File: src/rtl/fb_wr_sched_if.sv
// Framebuffer write scheduler bus: host pixel stream, fill command/status
// and the registered framebuffer write port.
// master = requester side (host/bus logic), slave = the scheduler.
interface fb_wr_sched_if #(
  parameter int unsigned AW = 17,
  parameter int unsigned DW = 24
) ();

  logic          host_valid;
  logic          host_ready;
  logic [10:0]   host_x;
  logic [10:0]   host_y;
  logic [DW-1:0] host_color;

  logic          fill_start;
  logic [10:0]   fill_x0;
  logic [10:0]   fill_y0;
  logic [10:0]   fill_w;
  logic [10:0]   fill_h;
  logic [DW-1:0] fill_color;
  logic          fill_busy;
  logic          fill_done;

  logic          fb_ena;
  logic          fb_wea;
  logic [AW-1:0] fb_addra;
  logic [DW-1:0] fb_dina;

  modport master (
    output host_valid, host_x, host_y, host_color,
    output fill_start, fill_x0, fill_y0, fill_w, fill_h, fill_color,
    input  host_ready, fill_busy, fill_done,
    input  fb_ena, fb_wea, fb_addra, fb_dina
  );

  modport slave (
    input  host_valid, host_x, host_y, host_color,
    input  fill_start, fill_x0, fill_y0, fill_w, fill_h, fill_color,
    output host_ready, fill_busy, fill_done,
    output fb_ena, fb_wea, fb_addra, fb_dina
  );

endinterface

File: src/rtl/fb_wr_sched.sv
// Framebuffer write-port scheduler: shares one registered write port between
// a host pixel stream and a rectangle fill engine, with clipping to the panel
// and round-robin arbitration on contention.
// Optional write/drop statistics counters: define FB_WR_STATS_EN.
module fb_wr_sched #(
  parameter int unsigned FB_W = 480,
  parameter int unsigned FB_H = 272,
  parameter int unsigned AW   = 17,
  parameter int unsigned DW   = 24
) (
  input  logic          sys_clk,
  input  logic          sys_rst,
  fb_wr_sched_if.slave  bus
`ifdef FB_WR_STATS_EN
  ,
  output logic [31:0]   stat_wr_cnt,
  output logic [15:0]   stat_drop_cnt
`endif
);

  typedef enum logic [1:0] {S_IDLE, S_LOAD, S_RUN, S_DONE} state_t;
  typedef enum logic {RR_HOST, RR_FILL} rr_t;

  state_t        state_q, state_d;
  rr_t           rr_q, rr_d;

  logic [10:0]   x0_q, x0_d, y0_q, y0_d, w_q, w_d, h_q, h_d;
  logic [DW-1:0] color_q, color_d;
  logic [10:0]   cx_q, cx_d, cy_q, cy_d;
  logic [10:0]   xlast_q, xlast_d, ylast_q, ylast_d;

  logic          ena_q, ena_d;
  logic [AW-1:0] addr_q, addr_d;
  logic [DW-1:0] din_q, din_d;

  logic [10:0]   x_rem, y_rem, w_eff, h_eff;
  logic          fill_gnt, host_gnt, host_rdy, host_in, host_drop;

  function automatic logic [AW-1:0] lin_addr(input logic [10:0] x, input logic [10:0] y);
    logic [31:0] a;
    a = 32'(y) * 32'(FB_W) + 32'(x);
    return a[AW-1:0];
  endfunction

  // Clipped fill extents from the latched rectangle (used in LOAD)
  always_comb begin
    x_rem = '0;
    y_rem = '0;
    if (x0_q < 11'(FB_W)) x_rem = 11'(FB_W) - x0_q;
    if (y0_q < 11'(FB_H)) y_rem = 11'(FB_H) - y0_q;
    w_eff = (w_q < x_rem) ? w_q : x_rem;
    h_eff = (h_q < y_rem) ? h_q : y_rem;
  end

  // Arbitration: fill competes only in RUN; on contention the side not granted last wins
  always_comb begin
    fill_gnt  = 1'b0;
    host_rdy  = 1'b0;
    host_gnt  = 1'b0;
    host_in   = 1'b0;
    host_drop = 1'b0;
    if (state_q == S_RUN)
      fill_gnt = ~bus.host_valid | (rr_q == RR_HOST);
    host_rdy  = ~fill_gnt & ~sys_rst;
    host_gnt  = bus.host_valid & host_rdy;
    host_in   = (bus.host_x < 11'(FB_W)) && (bus.host_y < 11'(FB_H));
    host_drop = host_gnt & ~host_in;
  end

  // Fill FSM next state, fill cursor and output-stage next values
  always_comb begin
    state_d = state_q;
    rr_d    = rr_q;
    x0_d    = x0_q;
    y0_d    = y0_q;
    w_d     = w_q;
    h_d     = h_q;
    color_d = color_q;
    cx_d    = cx_q;
    cy_d    = cy_q;
    xlast_d = xlast_q;
    ylast_d = ylast_q;
    ena_d   = 1'b0;
    addr_d  = addr_q;
    din_d   = din_q;

    case (state_q)
      S_IDLE: begin
        if (bus.fill_start) begin
          x0_d    = bus.fill_x0;
          y0_d    = bus.fill_y0;
          w_d     = bus.fill_w;
          h_d     = bus.fill_h;
          color_d = bus.fill_color;
          state_d = S_LOAD;
        end
      end
      S_LOAD: begin
        cx_d    = x0_q;
        cy_d    = y0_q;
        xlast_d = x0_q + w_eff - 11'd1;
        ylast_d = y0_q + h_eff - 11'd1;
        state_d = (w_eff == '0 || h_eff == '0) ? S_DONE : S_RUN;
      end
      S_RUN: begin
        if (fill_gnt) begin
          if (cx_q == xlast_q) begin
            cx_d = x0_q;
            if (cy_q == ylast_q) state_d = S_DONE;
            else                 cy_d    = cy_q + 11'd1;
          end else begin
            cx_d = cx_q + 11'd1;
          end
        end
      end
      S_DONE: state_d = S_IDLE;
      default: state_d = S_IDLE;
    endcase

    if (fill_gnt) begin
      rr_d   = RR_FILL;
      ena_d  = 1'b1;
      addr_d = lin_addr(cx_q, cy_q);
      din_d  = color_q;
    end else if (host_gnt) begin
      rr_d = RR_HOST;
      if (host_in) begin
        ena_d  = 1'b1;
        addr_d = lin_addr(bus.host_x, bus.host_y);
        din_d  = bus.host_color;
      end
    end
  end

  // State, fill context and registered framebuffer port
  always_ff @(posedge sys_clk or posedge sys_rst) begin
    if (sys_rst) begin
      state_q <= S_IDLE;
      rr_q    <= RR_FILL;
      x0_q    <= '0;
      y0_q    <= '0;
      w_q     <= '0;
      h_q     <= '0;
      color_q <= '0;
      cx_q    <= '0;
      cy_q    <= '0;
      xlast_q <= '0;
      ylast_q <= '0;
      ena_q   <= 1'b0;
      addr_q  <= '0;
      din_q   <= '0;
    end else begin
      state_q <= state_d;
      rr_q    <= rr_d;
      x0_q    <= x0_d;
      y0_q    <= y0_d;
      w_q     <= w_d;
      h_q     <= h_d;
      color_q <= color_d;
      cx_q    <= cx_d;
      cy_q    <= cy_d;
      xlast_q <= xlast_d;
      ylast_q <= ylast_d;
      ena_q   <= ena_d;
      addr_q  <= addr_d;
      din_q   <= din_d;
    end
  end

  assign bus.host_ready = host_rdy;
  assign bus.fill_busy  = (state_q != S_IDLE);
  assign bus.fill_done  = (state_q == S_DONE);
  assign bus.fb_ena     = ena_q;
  assign bus.fb_wea     = ena_q;
  assign bus.fb_addra   = addr_q;
  assign bus.fb_dina    = din_q;

`ifdef FB_WR_STATS_EN
  logic [31:0] wr_cnt_q;
  logic [15:0] drop_cnt_q;

  // Saturating counters of issued writes and clipped host beats
  always_ff @(posedge sys_clk or posedge sys_rst) begin
    if (sys_rst) begin
      wr_cnt_q   <= '0;
      drop_cnt_q <= '0;
    end else begin
      if (ena_d && (wr_cnt_q != '1))       wr_cnt_q   <= wr_cnt_q + 32'd1;
      if (host_drop && (drop_cnt_q != '1)) drop_cnt_q <= drop_cnt_q + 16'd1;
    end
  end

  assign stat_wr_cnt   = wr_cnt_q;
  assign stat_drop_cnt = drop_cnt_q;
`endif

endmodule

File: src/flat_wrapper.sv
// flat-port wrapper written by rule: the top's interface ports become plain ports
module fb_wr_sched_flat 
#(
  parameter int unsigned FB_W = 480,
  parameter int unsigned FB_H = 272,
  parameter int unsigned AW   = 17,
  parameter int unsigned DW   = 24
)
  (sys_clk, sys_rst, bus_host_valid, bus_host_x, bus_host_y, bus_host_color, bus_fill_start, bus_fill_x0, bus_fill_y0, bus_fill_w, bus_fill_h, bus_fill_color, bus_host_ready, bus_fill_busy, bus_fill_done, bus_fb_ena, bus_fb_wea, bus_fb_addra, bus_fb_dina);
  fb_wr_sched_if #(.AW(AW), .DW(DW)) bus_i ();
  input  logic sys_clk;
  input  logic sys_rst;
  input wire logic [$bits(bus_i.host_valid)-1:0] bus_host_valid;
  input wire logic [$bits(bus_i.host_x)-1:0] bus_host_x;
  input wire logic [$bits(bus_i.host_y)-1:0] bus_host_y;
  input wire logic [$bits(bus_i.host_color)-1:0] bus_host_color;
  input wire logic [$bits(bus_i.fill_start)-1:0] bus_fill_start;
  input wire logic [$bits(bus_i.fill_x0)-1:0] bus_fill_x0;
  input wire logic [$bits(bus_i.fill_y0)-1:0] bus_fill_y0;
  input wire logic [$bits(bus_i.fill_w)-1:0] bus_fill_w;
  input wire logic [$bits(bus_i.fill_h)-1:0] bus_fill_h;
  input wire logic [$bits(bus_i.fill_color)-1:0] bus_fill_color;
  output wire logic [$bits(bus_i.host_ready)-1:0] bus_host_ready;
  output wire logic [$bits(bus_i.fill_busy)-1:0] bus_fill_busy;
  output wire logic [$bits(bus_i.fill_done)-1:0] bus_fill_done;
  output wire logic [$bits(bus_i.fb_ena)-1:0] bus_fb_ena;
  output wire logic [$bits(bus_i.fb_wea)-1:0] bus_fb_wea;
  output wire logic [$bits(bus_i.fb_addra)-1:0] bus_fb_addra;
  output wire logic [$bits(bus_i.fb_dina)-1:0] bus_fb_dina;
  assign bus_i.host_valid = bus_host_valid;
  assign bus_i.host_x = bus_host_x;
  assign bus_i.host_y = bus_host_y;
  assign bus_i.host_color = bus_host_color;
  assign bus_i.fill_start = bus_fill_start;
  assign bus_i.fill_x0 = bus_fill_x0;
  assign bus_i.fill_y0 = bus_fill_y0;
  assign bus_i.fill_w = bus_fill_w;
  assign bus_i.fill_h = bus_fill_h;
  assign bus_i.fill_color = bus_fill_color;
  assign bus_host_ready = bus_i.host_ready;
  assign bus_fill_busy = bus_i.fill_busy;
  assign bus_fill_done = bus_i.fill_done;
  assign bus_fb_ena = bus_i.fb_ena;
  assign bus_fb_wea = bus_i.fb_wea;
  assign bus_fb_addra = bus_i.fb_addra;
  assign bus_fb_dina = bus_i.fb_dina;
  fb_wr_sched #(.FB_W(FB_W), .FB_H(FB_H), .AW(AW), .DW(DW)) u_core (.sys_clk(sys_clk), .sys_rst(sys_rst), .bus(bus_i));
endmodule
File: config.mk
export PLATFORM = sky130hd
export DESIGN_NAME = fb_wr_sched_flat
export DESIGN_NICKNAME = d
export VERILOG_FILES = /design/src/rtl/fb_wr_sched_if.sv /design/src/rtl/fb_wr_sched.sv /design/src/flat_wrapper.sv
export SDC_FILE = /design/constraint.sdc
export NUM_CORES = 1
export LEC_CHECK = 0
export CAP_MARGIN = 20
export CORE_ASPECT_RATIO = 1.5
export CORE_MARGIN = 8
export CORE_UTILIZATION = 37
export CTS_CLUSTER_SIZE = 30
export DETAILED_ROUTE_END_ITERATION = 6
export GPL_TIMING_DRIVEN = 0
export PLACE_DENSITY = 0.58
export SLEW_MARGIN = 20
export SYNTH_ARGS = -nofsm -noshare
export SYNTH_HDL_FRONTEND = slang
export SYNTH_SLANG_ARGS = --single-unit
export TNS_END_PERCENT = 20
File: constraint.sdc
create_clock -name sys_clk -period 5.7 [get_ports sys_clk]
set_input_delay 0.855 -clock sys_clk [delete_from_list [all_inputs] [get_ports sys_clk]]
set_output_delay 0.855 -clock sys_clk [all_outputs]
set_load 0.02 [all_outputs]
==> results of run 1 <==
[stage by stage]
| step | setup WS (ns) | hold WS, ns | instance area (um^2) |
|---|---|---|---|
| after CTS | 0.008142 | 0.5011 | 14410 |
| after floorplan | 0.4804 | 0.4721 | 11570 |
| after global placement | -1.905 | 0.4791 | 13710 |
| after detailed placement | -0.4525 | 0.4854 | 13740 |
| after global routing | -0.01536 | 0.5134 | 14480 |
| final | 0.3034 | 0.4953 | 14480 |
[per-layer routing]
| metal | track usage, % | routed length (um) | up-vias |
|---|---|---|---|
| met4 | 6.268 | 732 | 0 |
| met3 | 2.813 | 1102 | 50 |
| met1 | 19.01 | 12700 | 4497 |
| met2 | 31.45 | 16130 | 203 |
| met5 | 0 | 0 | - |
| li1 | - | - | 4664 |
[registers in the layout (all words and copies together), names as in the netlist]
name,cells
u_core.rr_q,1
u_core.x0_q,11
u_core.cy_q,11
u_core.state_q,2
u_core.bus.fb_addra,17
u_core.bus.fb_dina,24
u_core.ylast_q,11
u_core.h_q,11
u_core.y0_q,11
u_core.cx_q,11
u_core.color_q,24
u_core.xlast_q,11
u_core.bus.fb_ena,1
u_core.w_q,11
[worst reg2reg max path: cells and delay by family, from the launching register on]
family	cells	cell delay (ns)
adder cells (fa/ha/maj)	3	0.87
flip-flops	1	0.48
AND/OR/NAND/NOR	6	1.00
XOR/XNOR	1	0.18
buffers and inverters	5	0.66
AO/OA/AOI/OAI	10	2.08
[kinds of logic (layout without fill, tap and decap cells)]
logic type                 count (synthesis)  in the layout
DFF                                      157            157
buffers and inverters                    144            346
xor gates and xnor gates                  79             79
other                                      1              3
muxes                                     92             92
adders and majority gates                150            150
AOI/OAI and AO/OA                        263            263
and+or+nand+nor                          333            333
[synthesized netlist by cell type (14+ instances only)]
master / instances / area, um^2
nand3_1: 29 / 145.1
fa_1: 38 / 760.7
clkbuf_1: 26 / 97.59
a21o_1: 26 / 195.2
nor2_1: 140 / 525.5
and3_1: 14 / 87.58
xor2_1: 22 / 192.7
nor3_1: 35 / 175.2
ha_1: 112 / 1401
nand4_1: 15 / 93.84
o22ai_1: 39 / 244.0
nand2_1: 64 / 240.2
inv_1: 101 / 379.1
a21oi_1: 88 / 440.4
xnor2_1: 57 / 499.2
o21ai_0: 42 / 210.2
mux2_2: 82 / 923.4
dfrtp_1: 156 / 3904
[cell type report]
type | count | area share [%]
Antenna cell | 1 | 0.01729
Buffer | 40 | 1.141
Clock buffer | 18 | 3.034
Clock inverter | 14 | 1.201
Inverter | 103 | 2.757
Multi-Input combinational cell | 919 | 49.34
Sequential cell | 157 | 27.18
Tap cell | 405 | 3.501
Timing Repair Buffer | 171 | 11.82
[timing repair]
item | 4_1_cts | 5_1_grt
setup buffers | 3 | 4
endpoints found under the hold margin | 0 | 0
endpoints found under the setup margin | 8 | 8
resized for setup | 9 | 14
pin swaps | 2 | 3
[worst max path at each step]
stage | startpoint | end | slack, ns | cells after the start
2_1_floorplan | u_core.y0_q[0]$_DFFE_PP0P_ | u_core.ylast_q[10]$_DFFE_PP0P_ | 0.48 | 26
3_3_place_gp | sys_rst | u_core.w_q[2]$_DFFE_PP0P_ | -1.91 | 2
3_5_place_dp | u_core.y0_q[0]$_DFFE_PP0P_ | u_core.ylast_q[10]$_DFFE_PP0P_ | -0.45 | 26
4_1_cts | u_core.x0_q[0]$_DFFE_PP0P_ | u_core.xlast_q[9]$_DFFE_PP0P_ | 0.008 | 25
5_1_grt | u_core.y0_q[0]$_DFFE_PP0P_ | u_core.ylast_q[10]$_DFFE_PP0P_ | -0.02 | 26
6_report | u_core.y0_q[0]$_DFFE_PP0P_ | u_core.ylast_q[10]$_DFFE_PP0P_ | 0.30 | 25
==> reports/results.txt, run 1 <==
Post-DP HPWL: 24,450 um
outcome: completed
Syn Std Cell Area: 11,570 um^2
clk slew on worst S/H paths: 0.07 ns
Slew Limit Fails: 0
Hold Fails Final Rpt: 0
Async SR Flop Fraction: 100.0%
final worst path period need: 5.397 ns
critical path's largest stage delay: 0.48 ns
fin cells: 1,828
share of layout cells above drive strength 1: 10.62%
Synth Area per Inst: 9.489 um^2
Die H: 232.6 um
most frequent cells in the layout: 163 x clkdlybuf4s50_1, 152 x dfrtp_1, 139 x nor2_1
vias in the first global route: 10.04k
Crit Reg-Reg Startpoint: u_core.y0_q[0]$_DFFE_PP0P_
r2r setup slk: 0.30 ns
CTS tree: yes
total global routing overflow: 0
Slowest-stage cell, CP: dfrtp_2
FP Rows: 79
Area Growth Syn to Fin: 25.14%
routed wire length per instance: 16.77 um
post-synthesis compound-gate area fraction: 14.62%
Critical Path RT: 5.99 ns
register area: 3935 um^2
family with the most delay on the worst path: compound AO/OA/AOI/OAI gates
TritonRoute pass-1 iters: 5
hold path cells: 2
utilization after layout: 46.79%
Hold Path Origin: u_core.bus.fb_addra[0]$_DFFE_PP0P_
Tightest Hold Check Type: reg -> reg
first-pass GRT wire length: 51,320 um
initial DRC count: 383
Total GRT Usage: 16.91%
Synth Warn #: 0
WP buf/inv: 5
Die Width: 160.4 um
Port Buffers: 163
post-synthesis xor/xnor area fraction: 5.982%
via total after detailed routing: 9,414
R2R Path End: u_core.ylast_q[10]$_DFFE_PP0P_
Tcrit/Tclk final: 94.68%
post-synthesis sequential area ratio: 33.98%
MaxCap Viol Count: 0
vias per cell: 5.150
initial core utilization: 37.39%
CTS Sinks: 157
Post-Syn Instances: 1,219
root buf cell: clkbuf_16
Slew headroom: 50.54%
IO Pins: 164
final WL: 30,660 um
portion of netlist area occupied by mux cells: 8.848%
Worst Tran Pin Value: 0.7419 ns
Routability Congestion: 0.8605
Arrival @ worst endpoint: 5.68 ns
post-synthesis register bit count: 157
pin count of the biggest net entering global routing: 98
FMAX: 185.3 MHz
Layout fillers: 2,997
Routed Antenna Nets: 0
Cell variety after synth: 65
Inst Count DP: 1,789
core area: 30,940 um^2
Adder-Cell Fraction of Synth Area: 18.69%
crit path kind: reg -> reg
most common cell after layout, fill and taps aside: clkdlybuf4s50_1
H-tree Lvls: 4
clk_lat worst skew: 0.43 ns
RSZ-0062 raised after global routing: true
Num CTS Buffers: 17
cts hold-fix bufs: 0
number of flops mapped to enable cells by yosys: 0
Max Root-Sink Buffers: 2
simple-gate area share of the yosys netlist: 13.10%
ys flop type: dfrtp_1
main combinational cell family by area after synthesis: adder cells
Final setup viols: 0
critical path launch point type: flip-flop
clock skew: 0.009404 ns
initial antenna violation count: 1
Worst Setup End Kind: flip-flop
Total Neg Setup Slack: 0 ns
drt drc: 0
largest fanout on the critical path: 10
die area: 37,290 um^2
Hold EP: u_core.bus.fb_addra[0]$_DFFE_PP0P_
final net count: 1,677
r2r worst-path depth: 25
Multi-input gate area: 7142 um^2
Power of run 1 is left out: the tool's default activity adds up to more than one toggle a clock period on the data nets, which glitch-free logic cannot reach.
==> run 2, diff against run 1 <==
ABC_AREA = 1   (was unset)
SETUP_SLACK_MARGIN = 0.3   (was unset)
==> reports/results.txt, run 2 <==
outcome: completed
TritonRoute pass-1 iters: 4
Internal Power: 2.196 mW
portion of netlist area occupied by mux cells: 2.663%
final WL: 31,100 um
drt drc: 0
Tightest Hold Check Type: reg -> reg
Peak VDD IR: 0.0001813 V
routed wire length per instance: 15.55 um
Adder-Cell Fraction of Synth Area: 18.94%
Commonest cells post-synth: 230 x nand2_1, 183 x nor2_1, 167 x inv_1, 156 x dfrtp_1, 112 x ha_1
diode count: 0
Crit Reg-Reg Startpoint: u_core.x0_q[0]$_DFFE_PP0P_
Power, Total: 3.181 mW
final worst path period need: 4.921 ns
R2R Path End: u_core.xlast_q[9]$_DFFE_PP0P_
H-tree Lvls: 4
largest area contributor in the netlist: dfrtp_1
count leader, synth: nand2_1
r2r setup slk: 0.78 ns
simple-gate area share of the yosys netlist: 18.94%
Critical Path RT: 5.99 ns
FMAX: 203.2 MHz
critical path's largest stage delay: 0.45 ns
Worst Tran Pin Value: 0.8405 ns
via total after detailed routing: 9,720
Synth top area share: 34.19%
Cell variety after synth: 48
MaxCap Viol Count: 0
clk slew on worst S/H paths: 0.06 ns
family with the most delay on the worst path: simple AND/OR/NAND/NOR gates
post-synthesis xor/xnor area fraction: 4.910%
Synth Warn #: 0
Hold Fails Final Rpt: 0
FP Rows: 79
Switching Fraction: 30.99%
Worst Setup End Kind: flip-flop
largest fanout on the critical path: 10
Routed Antenna Nets: 0
Slew Limit Fails: 0
Tcrit/Tclk final: 86.33%
vias in the first global route: 10.08k
Slowest-stage cell, CP: dfrtp_2
Syn Std Cell Area: 11,420 um^2
most used cell, CP: nor2_1
utilization after layout: 46.27%
core area: 30,740 um^2
most frequent cells in the layout: 230 x nand2_1, 182 x nor2_1, 166 x inv_1
Die H: 231.1 um
fin cells: 2,000
critical path launch point type: flip-flop
Arrival @ worst endpoint: 5.21 ns
number of flops mapped to enable cells by yosys: 0
clock share of power: 35.9%
Comb pwr share: 25.1%
pwr/cell area: 223.7 nW/um^2
CTS Sinks: 157
Switch Pwr: 0.9859 mW
worst hold margin: 0.4985 ns
leading post-synthesis cells by cell area: dfrtp_1 34%, ha_1 12%, nand2_1 7.6%, fa_1 6.7%, nor2_1 6.0%
Inst Count DP: 1,967
final net count: 1,850
Max Root-Sink Buffers: 2
post-synthesis compound-gate area fraction: 12.38%
RSZ-0062 raised after global routing: true
root buf cell: clkbuf_16
Setup WS pre-CTS: 0.3853 ns
CP endpoint: u_core.xlast_q[9]$_DFFE_PP0P_
IO Pins: 164
initial DRC count: 362
Worst setup startpoint: u_core.x0_q[0]$_DFFE_PP0P_
Die Width: 159.4 um
Seq pwr share: 39.0%
main combinational cell family by area after synthesis: simple AND/OR/NAND/NOR gates
LEAKAGE: 6.837 nW
Crit path depth: 31
most common cell after layout, fill and taps aside: nand2_1
ys flop type: dfrtp_1
Synth Area per Inst: 8.173 um^2
clock skew: 0.009740 ns
Port Buffers: 163
Slew headroom: 43.97%
Final setup viols: 0
WP buf/inv: 5
Post-DP HPWL: 25,380 um
post-synthesis sequential area ratio: 34.42%
Area Growth Syn to Fin: 24.59%
share of layout cells above drive strength 1: 6.834%
slack of the critical path: 0.7794 ns
initial core utilization: 37.14%
CTS tree: yes
initial antenna violation count: 0
Total GRT Usage: 17.09%
clk_lat worst skew: 0.43 ns
cts hold-fix bufs: 0
Async SR Flop Fraction: 100.0%
Post-Syn Instances: 1,397
die area: 36,850 um^2
vias per cell: 4.860
Routability Congestion: 0.8836
crit path kind: reg -> reg
post-synthesis register bit count: 157
Num CTS Buffers: 17
first-pass GRT wire length: 50,910 um
r2r worst-path depth: 31
total global routing overflow: 0
pin count of the biggest net entering global routing: 87
[run 2: cell types whose count changed in the layout (fill, tap and decap cells not counted), moves of 13 or more]
cell and change:
o21ai_0 +21, xor2_1 +17, xnor2_1 -32, o21ai_1 +13, nand3_1 +19, nand2_1 +166, inv_1 +68, a21o_1 -25
mux2_2 -55, a21oi_1 +14, nor2_1 +43, nor3_1 -23, and3_1 -14
[run 2: tightest hold or removal path, stage by stage, from the launching register on]
cell,delay [ns]
dfrtp_1,0.35
nand2_1,0.06
nand2_1,0.05
[run 2: stage by stage]
step | instance area, um^2 | TNS (ns)
2_1_floorplan | 11420 | 0
3_3_place_gp | 13560 | -294.66
3_5_place_dp | 13590 | 0
4_1_cts | 14180 | 0
5_1_grt | 14220 | 0
6_report | 14220 | 0
[run 2: repair_timing]
| item | CTS | global route |
|---|---|---|
| setup endpoints to repair | 0 | 6 |
| endpoints found under the hold margin | 0 | 0 |
| buffers inserted | 0 | 1 |
| gates resized for setup | 0 | 15 |
[run 2: per-layer routing]
layer / wire, um / share of wire [%] / up-vias / global-route usage [%]
li1: - / - / 4932 / -
met5: 0 / 0 / - / 0
met1: 13080 / 42 / 4576 / 19.26
met2: 16570 / 53 / 183 / 32.70
met3: 838 / 2.7 / 29 / 2.486
met4: 618 / 2.0 / 0 / 4.938
[run 2: worst min path at each step]
stage / startpoint / end / depth (start not counted)
after floorplan: u_core.xlast_q[1]$_DFFE_PP0P_ / u_core.xlast_q[1]$_DFFE_PP0P_ / 2
after global placement: u_core.xlast_q[2]$_DFFE_PP0P_ / u_core.xlast_q[2]$_DFFE_PP0P_ / 2
after detailed placement: u_core.bus.fb_addra[3]$_DFFE_PP0P_ / u_core.bus.fb_addra[3]$_DFFE_PP0P_ / 2
after CTS: u_core.bus.fb_addra[3]$_DFFE_PP0P_ / u_core.bus.fb_addra[3]$_DFFE_PP0P_ / 2
after global routing: u_core.bus.fb_addra[3]$_DFFE_PP0P_ / u_core.bus.fb_addra[3]$_DFFE_PP0P_ / 2
final: u_core.ylast_q[3]$_DFFE_PP0P_ / u_core.ylast_q[3]$_DFFE_PP0P_ / 2
[run 2: area by class of cell]
cell class	instances	area, um^2
inverter	185	701.9
clock inverter	12	137.6
clock buffer	20	446.7
timing repair buffer	165	1667
fill	3085	16520
buffer	41	193.9
tap	405	506.7
sequential	157	3933
multi-input combinational	1015	6639
[run 2: logic make-up (layout without fill, tap and decap cells)]
family | count (synthesis) | after routing
adders and majority gates | 150 | 150
and+or+nand+nor | 516 | 516
muxes | 27 | 27
xor gates and xnor gates | 64 | 64
buffers and inverters | 226 | 423
AOI/OAI and AO/OA | 256 | 256
DFF | 157 | 157
other | 1 | 2
[run 2: power by group through the flow]
stage,Sequential [mW],Combinational [mW],Clock (mW)
4_1_cts,1.24,0.812,1.18
3_3_place_gp,1.26,0.794,0
2_1_floorplan,1.28,0.466,0
6_report,1.24,0.800,1.14
5_1_grt,1.25,0.897,1.22
3_5_place_dp,1.26,0.807,0
Note: power is estimated with default switching activity, not from simulation.
==> run 3, diff against run 2 <==
--- a/config.mk
+++ b/config.mk
@@ -20,3 +20,3 @@
 export SYNTH_HDL_FRONTEND = slang
 export SYNTH_SLANG_ARGS = --single-unit
-export TNS_END_PERCENT = 20
+export TNS_END_PERCENT = 1
==> constraint.sdc (replaced) <==
create_clock -name sys_clk -period 4.7 [get_ports sys_clk]
set_input_delay 0.94 -clock sys_clk [delete_from_list [all_inputs] [get_ports sys_clk]]
set_output_delay 0.94 -clock sys_clk [all_outputs]
set_load 0.02 [all_outputs]
==> reports/results.txt, run 3 (synthesis results as in run 2) <==
outcome: completed
worst hold margin: 0.4934 ns
final instance area: 14,980 um^2
Setup WS pre-CTS: -0.6457 ns
MaxCap Viol Count: 0
Die H: 231.1 um
Worst Setup End Kind: flip-flop
IO Pins: 164
first-pass GRT wire length: 52,170 um
Max Root-Sink Buffers: 2
Num CTS Buffers: 17
die area: 36,850 um^2
share of layout cells above drive strength 1: 14.03%
core area: 30,740 um^2
Routability Congestion: 0.8729
Final setup viols: 0
met1 Use GR: 19.47%
register area: 3941 um^2
critical path launch point type: flip-flop
Area Growth Syn to Fin: 31.23%
M3 GR Usage: 3.037%
total global routing overflow: 0
Die Width: 159.4 um
Tcrit/Tclk final: 98.17%
Port Buffers: 163
Hold Fails Final Rpt: 0
RSZ-0062 raised after global routing: true
Multi-input gate area: 7003 um^2
largest fanout on the critical path: 7
M2 GR Usage: 33.56%
final WL: 32,590 um
LEAKAGE: 7.097 nW
CTS Sinks: 157
vias in the first global route: 10.23k
clk slew on worst S/H paths: 0.07 ns
initial core utilization: 37.14%
critical path's largest stage delay: 0.41 ns
pwr/cell area: 259.1 nW/um^2
crit path kind: reg -> reg
Routed Antenna Nets: 0
most common cell after layout, fill and taps aside: nand2_1
r2r setup slk: 0.09 ns
clock skew: 0.01159 ns
FMAX: 216.7 MHz
routed wire length per instance: 15.95 um
Critical Path RT: 4.99 ns
initial antenna violation count: 0
vias per cell: 4.915
Slew headroom: 45.19%
placed cell area: 13,680 um^2
Slew Limit Fails: 0
most frequent cells in the layout: 219 x nand2_1, 174 x nor2_1, 158 x clkdlybuf4s50_1
root buf cell: clkbuf_16
FP Rows: 79
Total GRT Usage: 17.59%
Post-DP HPWL: 26,050 um
Worst Tran Pin Value: 0.8222 ns
CTS tree: yes
Slowest-stage cell, CP: dfrtp_2
slack of the critical path: 0.08618 ns
diode count: 0
initial DRC count: 392
via total after detailed routing: 10.05k
final worst path period need: 4.614 ns
most used cell, CP: nor2_1
drt drc: 0
Layout fillers: 2,958
Tightest Hold Check Type: reg -> reg
Power, Total: 3.882 mW
Arrival @ worst endpoint: 4.90 ns
H-tree Lvls: 4
Most Crowded Layer GR: met2
clk_lat worst skew: 0.43 ns
Peak VDD IR: 0.0002407 V
final net count: 1,894
TritonRoute pass-1 iters: 5
pin count of the biggest net entering global routing: 34
## run 3: layout make-up
type                    count  share of cell area [%]
inverters                 185                   4.727
repair buffers            209                   13.70
clock inverters            13                  0.8768
clock buffers              19                   2.956
multi-input cells        1015                   46.74
well taps                 405                   3.382
plain buffers              41                   1.319
flip-flops and latches    157                   26.30
## run 3: metrics by stage
| stage | TNS [ns] | utilization (%) | cells |
|---|---|---|---|
| 6_report | 0 | 48.74 | 2044 |
| 5_1_grt | -1.032 | 48.74 | 2044 |
| 4_1_cts | 0 | 47.87 | 2030 |
| 3_5_place_dp | -3.100 | 44.50 | 1971 |
| 3_3_place_gp | -2.740 | 44.12 | 1966 |
| 2_1_floorplan | 0 | - | 1398 |
## run 3: path summary, 6_finish.rpt
path / start / to / cells after the start
min: u_core.bus.fb_dina[13]$_DFFE_PP0P_ / u_core.bus.fb_dina[13]$_DFFE_PP0P_ / 2
max in group asynchronous: sys_rst / u_core.y0_q[0]$_DFFE_PP0P_ / 5
min in group asynchronous: sys_rst / u_core.bus.fb_addra[0]$_DFFE_PP0P_ / 2
max reg2reg: u_core.x0_q[0]$_DFFE_PP0P_ / u_core.xlast_q[9]$_DFFE_PP0P_ / 29
min reg2reg: u_core.bus.fb_dina[13]$_DFFE_PP0P_ / u_core.bus.fb_dina[13]$_DFFE_PP0P_ / 2
max: u_core.x0_q[0]$_DFFE_PP0P_ / u_core.xlast_q[9]$_DFFE_PP0P_ / 29
## run 3: metal layers
metal | part of all wire, % | routed length [um]
met2 | 54 | 17590
met5 | 0 | 0
met1 | 41 | 13250
met4 | 2.0 | 654
met3 | 3.4 | 1099
## run 3: what timing repair did
action	CTS	global route
resized for setup	69	44
gates cloned	0	0
pin swaps	30	46
hold buffers	0	0
setup endpoints to repair	15	10
setup buffers	27	14
## run 3: power breakdown
part           total [mW]  switching (mW)  internal [mW]
clock                1.37           0.610          0.757
sequential           1.51          0.0852           1.42
combinational        1.01           0.543          0.465
total                3.88            1.24           2.64
## run 3: critical path: cells and delay by family, from the launching register on
family          cells  cell delay [ns]
fa+ha+maj           4             1.18
xor+xnor            1             0.12
simple gates       14             1.59
compound gates      6             0.72
buf+inv             4             0.42
flops               1             0.41
